File: config.mk
export PLATFORM = sky130hd
export DESIGN_NAME = psram_arbiter
export DESIGN_NICKNAME = d
export VERILOG_FILES = /design/src/rtl/psram_arb_pkg.sv /design/src/rtl/psram_arb_prio.sv /design/src/rtl/psram_arbiter.sv
export SDC_FILE = /design/constraint.sdc
export NUM_CORES = 1
export LEC_CHECK = 0
export BUFFER_PORTS_ARGS = -buffer_cell sky130_fd_sc_hd__clkbuf_2
export CAP_MARGIN = 20
export CORE_UTILIZATION = 39
export DETAILED_ROUTE_END_ITERATION = 12
export PLACE_DENSITY = 0.77
export SETUP_SLACK_MARGIN = 0.02
export SYNTH_ARGS = -nofsm -noshare
export SYNTH_HDL_FRONTEND = slang
export SYNTH_HIERARCHICAL = 1
export SYNTH_SLANG_ARGS = --single-unit
File: constraint.sdc
create_clock -name clk_sys -period 1.5 [get_ports clk_sys]
set_input_delay 0.15 -clock clk_sys [delete_from_list [all_inputs] [get_ports clk_sys]]
set_output_delay 0.15 -clock clk_sys [all_outputs]
set_load 0.02 [all_outputs]
File: src/rtl/psram_arb_pkg.sv
// psram_arb_pkg: shared types for the PSRAM arbiter.
//   arb_state_e  - arbiter FSM states
//   GNT_*        - grant encoding reported on psram_arbiter.grant
package psram_arb_pkg;

    typedef enum logic [2:0] {
        StIdle,
        StIssue,
        StWaitBusy,
        StWaitIdle,
        StDone
    } arb_state_e;

    localparam logic [1:0] GNT_DL  = 2'd0;
    localparam logic [1:0] GNT_CLR = 2'd1;
    localparam logic [1:0] GNT_CPU = 2'd2;
    localparam logic [1:0] GNT_CAS = 2'd3;

endpackage

File: src/rtl/psram_arb_prio.sv
// psram_arb_prio: combinational priority encoder for the PSRAM arbiter.
// Order is dl > clr > cpu > cas. Cassette reads are eligible only inside the
// refresh window unless promoted by age, in which case they rank above cpu and
// ignore the window.
// Ports:
//   dl_req, clr_req, cpu_req, cas_req  requester levels
//   cas_window                         cassette slot open
//   age                                cpu grants lost by the pending cas read
//   valid                              at least one eligible requester
//   winner                             GNT_* code of the winner
module psram_arb_prio
    import psram_arb_pkg::*;
#(
    parameter int unsigned AGE_LIMIT = 8,
    parameter bit          AGING_EN  = 1'b0
) (
    input  logic       dl_req,
    input  logic       clr_req,
    input  logic       cpu_req,
    input  logic       cas_req,
    input  logic       cas_window,
    input  logic [7:0] age,
    output logic       valid,
    output logic [1:0] winner
);

    logic cas_promote;
    logic cas_elig;

    assign cas_promote = AGING_EN && ({24'd0, age} >= AGE_LIMIT);
    assign cas_elig    = cas_req && (cas_window || cas_promote);

    always_comb begin
        valid  = 1'b1;
        winner = GNT_DL;
        if (dl_req) begin
            winner = GNT_DL;
        end else if (clr_req) begin
            winner = GNT_CLR;
        end else if (cas_req && cas_promote) begin
            winner = GNT_CAS;
        end else if (cpu_req) begin
            winner = GNT_CPU;
        end else if (cas_elig) begin
            winner = GNT_CAS;
        end else begin
            valid = 1'b0;
        end
    end

endmodule

File: src/rtl/psram_arbiter.sv
// psram_arbiter: four-way arbiter in front of a single-command PSRAM port.
// Requesters: ioctl download (dl), hard-reset cleanup (clr), CPU, cassette (cas).
// One transaction at a time: IDLE selects, ISSUE strobes mem_rd/mem_we for one
// cycle, WAIT_BUSY/WAIT_IDLE follow mem_ready low then high, DONE pulses the
// winner's ack.
// Ports:
//   clk_sys, reset              clock, asynchronous active-high reset
//   dl_req/ack, dl_addr/din     download writes
//   clr_req/ack, clr_addr       cleanup writes of 8'h00
//   cpu_req/we/ack, addr/din    CPU reads and writes
//   cas_req/ack, cas_addr       cassette reads, gated by cas_window
//   rdata                       data of the last completed read
//   mem_addr/din/rd/we          PSRAM command side
//   mem_dout, mem_ready         PSRAM read data and idle level
//   grant                       owner of current or last transaction (GNT_*)
// Configuration: define PSRAM_ARB_CAS_AGING_EN to let a starved cassette read
// overtake the CPU after AGE_LIMIT lost CPU grants.
module psram_arbiter
    import psram_arb_pkg::*;
#(
    parameter int unsigned AW        = 23,
    parameter int unsigned AGE_LIMIT = 8
) (
    input  logic          clk_sys,
    input  logic          reset,
    input  logic          dl_req,
    output logic          dl_ack,
    input  logic [AW-1:0] dl_addr,
    input  logic [7:0]    dl_din,
    input  logic          clr_req,
    output logic          clr_ack,
    input  logic [AW-1:0] clr_addr,
    input  logic          cpu_req,
    input  logic          cpu_we,
    output logic          cpu_ack,
    input  logic [AW-1:0] cpu_addr,
    input  logic [7:0]    cpu_din,
    input  logic          cas_req,
    output logic          cas_ack,
    input  logic [AW-1:0] cas_addr,
    input  logic          cas_window,
    output logic [7:0]    rdata,
    output logic [AW-1:0] mem_addr,
    output logic [7:0]    mem_din,
    output logic          mem_rd,
    output logic          mem_we,
    input  logic [7:0]    mem_dout,
    input  logic          mem_ready,
    output logic [1:0]    grant
);

`ifdef PSRAM_ARB_CAS_AGING_EN
    localparam bit AgingEn = 1'b1;
`else
    localparam bit AgingEn = 1'b0;
`endif

    arb_state_e    state_q;
    logic          is_write_q;
    logic          win_valid;
    logic [1:0]    win;
    logic [AW-1:0] sel_addr;
    logic [7:0]    sel_din;
    logic          sel_we;
    logic [7:0]    age;
    logic          take;

    // A winner is only taken while idle and the PSRAM reports ready.
    assign take = (state_q == StIdle) && mem_ready && win_valid;

    psram_arb_prio #(
        .AGE_LIMIT (AGE_LIMIT),
        .AGING_EN  (AgingEn)
    ) u_prio (
        .dl_req     (dl_req),
        .clr_req    (clr_req),
        .cpu_req    (cpu_req),
        .cas_req    (cas_req),
        .cas_window (cas_window),
        .age        (age),
        .valid      (win_valid),
        .winner     (win)
    );

    always_comb begin
        sel_addr = '0;
        sel_din  = 8'h00;
        sel_we   = 1'b0;
        unique case (win)
            GNT_DL: begin
                sel_addr = dl_addr;
                sel_din  = dl_din;
                sel_we   = 1'b1;
            end
            GNT_CLR: begin
                sel_addr = clr_addr;
                sel_din  = 8'h00;
                sel_we   = 1'b1;
            end
            GNT_CPU: begin
                sel_addr = cpu_addr;
                sel_din  = cpu_din;
                sel_we   = cpu_we;
            end
            GNT_CAS: begin
                sel_addr = cas_addr;
                sel_din  = 8'h00;
                sel_we   = 1'b0;
            end
            default: ;
        endcase
    end

`ifdef PSRAM_ARB_CAS_AGING_EN
    logic [7:0] age_q;

    // Counts cpu grants taken while a cassette read waits; saturates at 255.
    always_ff @(posedge clk_sys or posedge reset) begin
        if (reset) begin
            age_q <= 8'h00;
        end else if (take) begin
            if (win == GNT_CAS) begin
                age_q <= 8'h00;
            end else if (win == GNT_CPU && cas_req && age_q != 8'hFF) begin
                age_q <= age_q + 8'h01;
            end
        end
    end

    assign age = age_q;
`else
    assign age = 8'h00;
`endif

    always_ff @(posedge clk_sys or posedge reset) begin
        if (reset) begin
            state_q    <= StIdle;
            is_write_q <= 1'b0;
            grant      <= GNT_DL;
            mem_addr   <= '0;
            mem_din    <= 8'h00;
            mem_rd     <= 1'b0;
            mem_we     <= 1'b0;
            rdata      <= 8'h00;
            dl_ack     <= 1'b0;
            clr_ack    <= 1'b0;
            cpu_ack    <= 1'b0;
            cas_ack    <= 1'b0;
        end else begin
            case (state_q)
                StIdle: begin
                    if (take) begin
                        grant      <= win;
                        mem_addr   <= sel_addr;
                        mem_din    <= sel_din;
                        is_write_q <= sel_we;
                        // Strobe is registered here so it is high for the ISSUE cycle.
                        mem_we     <= sel_we;
                        mem_rd     <= !sel_we;
                        state_q    <= StIssue;
                    end
                end
                StIssue: begin
                    mem_rd  <= 1'b0;
                    mem_we  <= 1'b0;
                    state_q <= StWaitBusy;
                end
                StWaitBusy: begin
                    if (!mem_ready) begin
                        state_q <= StWaitIdle;
                    end
                end
                StWaitIdle: begin
                    if (mem_ready) begin
                        if (!is_write_q) begin
                            rdata <= mem_dout;
                        end
                        unique case (grant)
                            GNT_DL:  dl_ack  <= 1'b1;
                            GNT_CLR: clr_ack <= 1'b1;
                            GNT_CPU: cpu_ack <= 1'b1;
                            GNT_CAS: cas_ack <= 1'b1;
                            default: ;
                        endcase
                        state_q <= StDone;
                    end
                end
                StDone: begin
                    dl_ack  <= 1'b0;
                    clr_ack <= 1'b0;
                    cpu_ack <= 1'b0;
                    cas_ack <= 1'b0;
                    state_q <= StIdle;
                end
                default: state_q <= StIdle;
            endcase
        end
    end

endmodule

After elaboration in Yosys (flattened, before gate mapping)
Index checks and enable logic that the tools add are counted.
Word-level totals
  memories: 0
  output and inout bits: 47
  logic and storage cells: 80
  memory bits (read-only): 0
  bits of input ports: 125
  bits in registers: 51
  bits in writable memories: 0
  bits in latches: 0
Cells by class
  div/mod/pow operators: 0
  reduce and logical (&&, ||, !) cells: 19
  mux-type cells: 31
  $lt $le $gt $ge: 0
  $add $sub $neg: 0
  $mul: 0
  equal/unequal tests: 17
  shifts and indexed selects: 0
  bitwise operators: 1
Operator list (number)
  23-bit one-hot mux with 4 select lines: 1
  8-bit one-hot mux with 3 select lines: 1
  3-bit AND reduction: 6
  1-bit 2-to-1 mux: 14
  1-bit one-hot mux with 2 select lines: 6
  3-bit one-hot mux with 4 select lines: 1
  3-bit 2-to-1 mux: 3
  2-bit equality test, second input constant: 4
  2-bit 2-to-1 mux: 4
  2-bit inequality test, second input constant: 4
  3-bit by 2-bit equality test with 1-bit output, second input constant: 2
  2-bit by 1-bit inequality test with 1-bit output, second input constant: 3
  2-bit by 1-bit equality test with 1-bit output, second input constant: 2
  2-bit logical NOT: 2
  2-bit AND reduction: 2
  2-bit nonzero test: 2
  2-bit OR reduction: 2
  3-bit by 1-bit equality test with 1-bit output, second input constant: 1
  3-bit equality test, second input constant: 1
  1-bit logical AND: 3
  3-bit logical NOT: 1
  1-bit one-hot mux with 3 select lines: 1
  1-bit logical NOT: 1
  1-bit inverter: 1

Logic depth before layout (Yosys ltp)
  depth in word-level cells: 11
  mapped depth: 7
  mapped depth without buffers: 5

Cells and area by module
Netlist, hierarchy kept.
Modules (own cells, without submodules)
  psram_arbiter: instances 1, seq. area each 1276.2 sq um, area an instance 2742.6 sq um, cells each 172
  psram_arb_prio: instances 1, seq. area each 0.0 sq um, area an instance 33.8 sq um, cells each 7

Worst setup path after synthesis
No wires, ideal clock.
  path type: input to register
  start point: input cpu_req
  end point: register mem_addr[10]
  setup slack: -111 ps
  required time: 1375 ps
  library setup time: 125 ps
  stages: 6
  arrival: 1486 ps
  path through: nand3b_1 > a21oi_1 > buf_6 > buf_12 > mux4_2 > mux2_4
Between the ends
  word-level cells in the longest chain between the ends: 5
Ends and longest elaborated chain
  start, declared: line psram_arbiter.sv:33  | input logic cpu_req,
  2-bit 2-to-1 mux (*): line psram_arb_prio.sv:42  | end else if (cpu_req) begin
  2-bit 2-to-1 mux (*): line psram_arb_prio.sv:38  | end else if (clr_req) begin
  2-bit 2-to-1 mux (*): line psram_arb_prio.sv:36  | if (dl_req) begin
  named net win[0]: line psram_arbiter.sv:61  | logic [1:0] win;
  2-bit equality test (tied with other cells): line psram_arbiter.sv:89  | unique case (win)
  23-bit one-hot mux with 4 select lines (*): line psram_arbiter.sv:89
  end signal, assigned: line psram_arbiter.sv:154  | mem_addr <= sel_addr;
  end, declared: line psram_arbiter.sv:43  | output logic [AW-1:0] mem_addr,
The timed path passes the listed nets; every way through them passes the cells marked *.
A chain may end at the register's enable or synchronous reset.

Worst setup path after layout
  start point: input cpu_req
  end point: register mem_addr[22]
The elaborated chain is that of the path after synthesis.

==> results.txt <==
----------------------------------------------------
[Status]
  Result of the run ... completed

[Worst hold path]
  Path class of the lowest-slack min-delay path ... in2reg

[Clock tree]
  Buffer cell driving the clock tree root ... sky130_fd_sc_hd__clkbuf_8
  Number of buffers between clock root and the deepest sink ... 2
  Worst-skew pair later-pin latency ... 0.30 ns
  Post CTS Setup Buffer Count ... 0
  Total clock sinks ... 51
  TritonCTS clock tree ... done
  Clock-pin transition on the worst setup and hold timing paths ... 0.09 ns
  CTS H-Tree Depth ... 2
  Clock buffers created by TritonCTS ... 5

[Power]
  Max IR drop VDD ... 687 uV
  PwrDens ... 1640 nW/um^2
  Static leakage power ... 2.01 nW
  Post-layout power ... 6.56 mW

[STA]
  Final critical-path share of the clock period ... 0.991
  Worst-Margin Slew ... 0.563 ns
  Setup repair after global routing missed its margin ... yes
  Peak clock frequency supported by timing ... 673 MHz
  Worst slew margin relative to its limit ... 0.624
  Clock skew ... 0.00682 ns
  Time the worst path needs with I/O delays and setup ... 1.49 ns
  Number of slew-limit violations in the final report ... 0
  PnR worst setup slack ... 0.0141 ns
  Number of failing hold endpoints at the final stage ... 0
  Final-report setup violation count ... 0
  Setup_tns ... 0 ns

[Placement]
  Final RePlAce weighted congestion ... roughly 0.74
  Post-detailed-placement half-perimeter wirelength ... ~5400 um
  DP Cell Count ... 447
  DP Worst Slack ... -0.321 ns
  Number of port buffers ... 171

[Global route]
  Global-route total usage across every layer ... 0.190
  Antenna violations before repair ... 0
  Via count of the first global-routing pass ... roughly 2300
  Congestion Overflow GR ... 0
  Global-route wire length before repair ... 10800 um
  Maximum number of pins on one net before global-route repair ... 27

[Routing]
  Total detailed-routing wirelength ... 6730 um
  Number of nets with antenna violations after routing ... 0
  Pre-Repair DR Iteration Count ... 4
  Wire per inst ... 14.7 um
  Drt first-iter violations ... 57
  DR vias/cell ... 4.84
  # DRC ... 0
  Total via count in the routed design ... 2212

[Logic synthesis]
  Post-Syn Area ... 2770 um^2
  Yosys synthesis warning count ... 6
  Mean cell area of the mapped netlist ... 15.6 um^2
  Post-Synthesis Net Count ... roughly 300
  Syn Inst Count ... roughly 180

[Setup path]
  Worst Path Required ... roughly 1.7 ns
  Crit path capture type ... register
  Chain of cells forming the critical path ... buf_6 -> nand3b_1 -> a21oi_4 -> buf_12 -> mux4_1 -> mux2_2
  Classification of the worst setup path ... in2reg
  Master of the slowest instance on the critical path ... sky130_fd_sc_hd__mux4_1
  Crit path launch type ... input pin
  Arrival time reported for the critical path endpoint ... 1.67 ns
  Critical path fanouts, max ... 22
  Worst path max stage delay ... 0.57 ns

[Run]
  Maxcap violations ... 0

[Final layout]
  # nets final ... 485
  Cell Count, Final, Fillers Out ... 457
  Share of layout cells above drive strength 1 ... 0.729
  Diode count ... 0
  Area grow syn2layout ... 44.1%
  Final core utilization ... 0.585

[Floorplanning]
  Die area ... about 7500 um^2
  Site Rows ... 30
  Chip Width ... 86.3 um
  Core area ... 6830 um^2
  # IOs ... 172
  Overall die height ... 86.3 um
  Effective utilization at floorplan ... 0.406

----------------------------------------------------
-- per-layer routing --
| metal | global-route usage | vias up | routed length (um) |
|---|---|---|---|
| met5 | 0 | - | 0 |
| met4 | 0.0591 | 0 | 96 |
| met3 | 0.0495 | 11 | 502 |
| met2 | 0.354 | 108 | 3540 |
| met1 | 0.212 | 1056 | 2590 |
| li1 | - | 1037 | - |
-- critical path: cells and delay by family --
family | cells | cell delay [ns]
muxes | 2 | 0.84
buffers and inverters | 2 | 0.30
and+or+nand+nor | 1 | 0.19
AOI/OAI and AO/OA | 1 | 0.18
-- registers in the layout (all words and copies together) (netlist names) --
register    count
is_write_q      1
state_q         3
mem_rd          1
cpu_ack         1
cas_ack         1
dl_ack          1
mem_we          1
clr_ack         1
grant           2
rdata           8
mem_din         8
mem_addr       23
-- layout by cell type (no fill, tap or decap), types with 2 or more instances in the layout --
master,instances
sky130_fd_sc_hd__a21oi_1,3
sky130_fd_sc_hd__a22o_1,2
sky130_fd_sc_hd__buf_12,4
sky130_fd_sc_hd__buf_4,10
sky130_fd_sc_hd__clkbuf_2,170
sky130_fd_sc_hd__clkbuf_8,6
sky130_fd_sc_hd__dfrtp_1,51
sky130_fd_sc_hd__inv_1,3
sky130_fd_sc_hd__mux2_2,16
sky130_fd_sc_hd__mux2_4,26
sky130_fd_sc_hd__mux2i_1,8
sky130_fd_sc_hd__mux4_1,3
sky130_fd_sc_hd__mux4_2,20
sky130_fd_sc_hd__nand2_1,3
sky130_fd_sc_hd__nand3_1,2
sky130_fd_sc_hd__nor2_1,10
sky130_fd_sc_hd__nor2_2,2
sky130_fd_sc_hd__nor3_1,2
sky130_fd_sc_hd__o2bb2ai_1,2
-- report_power, final --
part | switching [mW] | total (mW) | internal (mW)
clock network | 0.429 | 0.969 | 0.540
logic | 1.55 | 3.15 | 1.60
registers | 0.409 | 2.44 | 2.03
-- metrics by stage --
step | hold WS, ns | instance area [um^2]
6_report | 0.0771 | 4000
5_1_grt | 0.0694 | 4000
4_1_cts | 0.0686 | 3940
3_5_place_dp | 0.221 | 3810
3_3_place_gp | 0.213 | 3810
2_1_floorplan | 0.292 | 2780
-- timing repair --
action	in CTS	in global routing
cloned	0	1
hold endpoints to repair	25	0
resized for setup	1	10
endpoints found under the setup margin	11	32
hold buffers	1	0
pin swaps	0	1
-- final timing paths --
path	to	from	slack, ns	cells past startpoint
worst max-delay path	mem_addr[22]	cpu_req	0.01	6
worst min-delay path	rdata[5]	mem_dout[5]	0.08	2
worst max register to register	mem_addr[20]	state_q[2]	0.03	4
worst min register to register	dl_ack	dl_ack	0.48	1
max in group asynchronous	mem_din[4]	reset	0.52	4
min in group asynchronous	mem_addr[3]	reset	0.43	3
-- layout make-up --
cell class	instances	area [um^2]
clock buffers	6	82.6
clock inverters	2	35.0
fillers	588	2840
inverters	4	15.0
multi-input cells	111	1420
flip-flops and latches	51	1280
well taps	96	120
repair buffers	187	1050
Power figures use the tool's default switching activity.
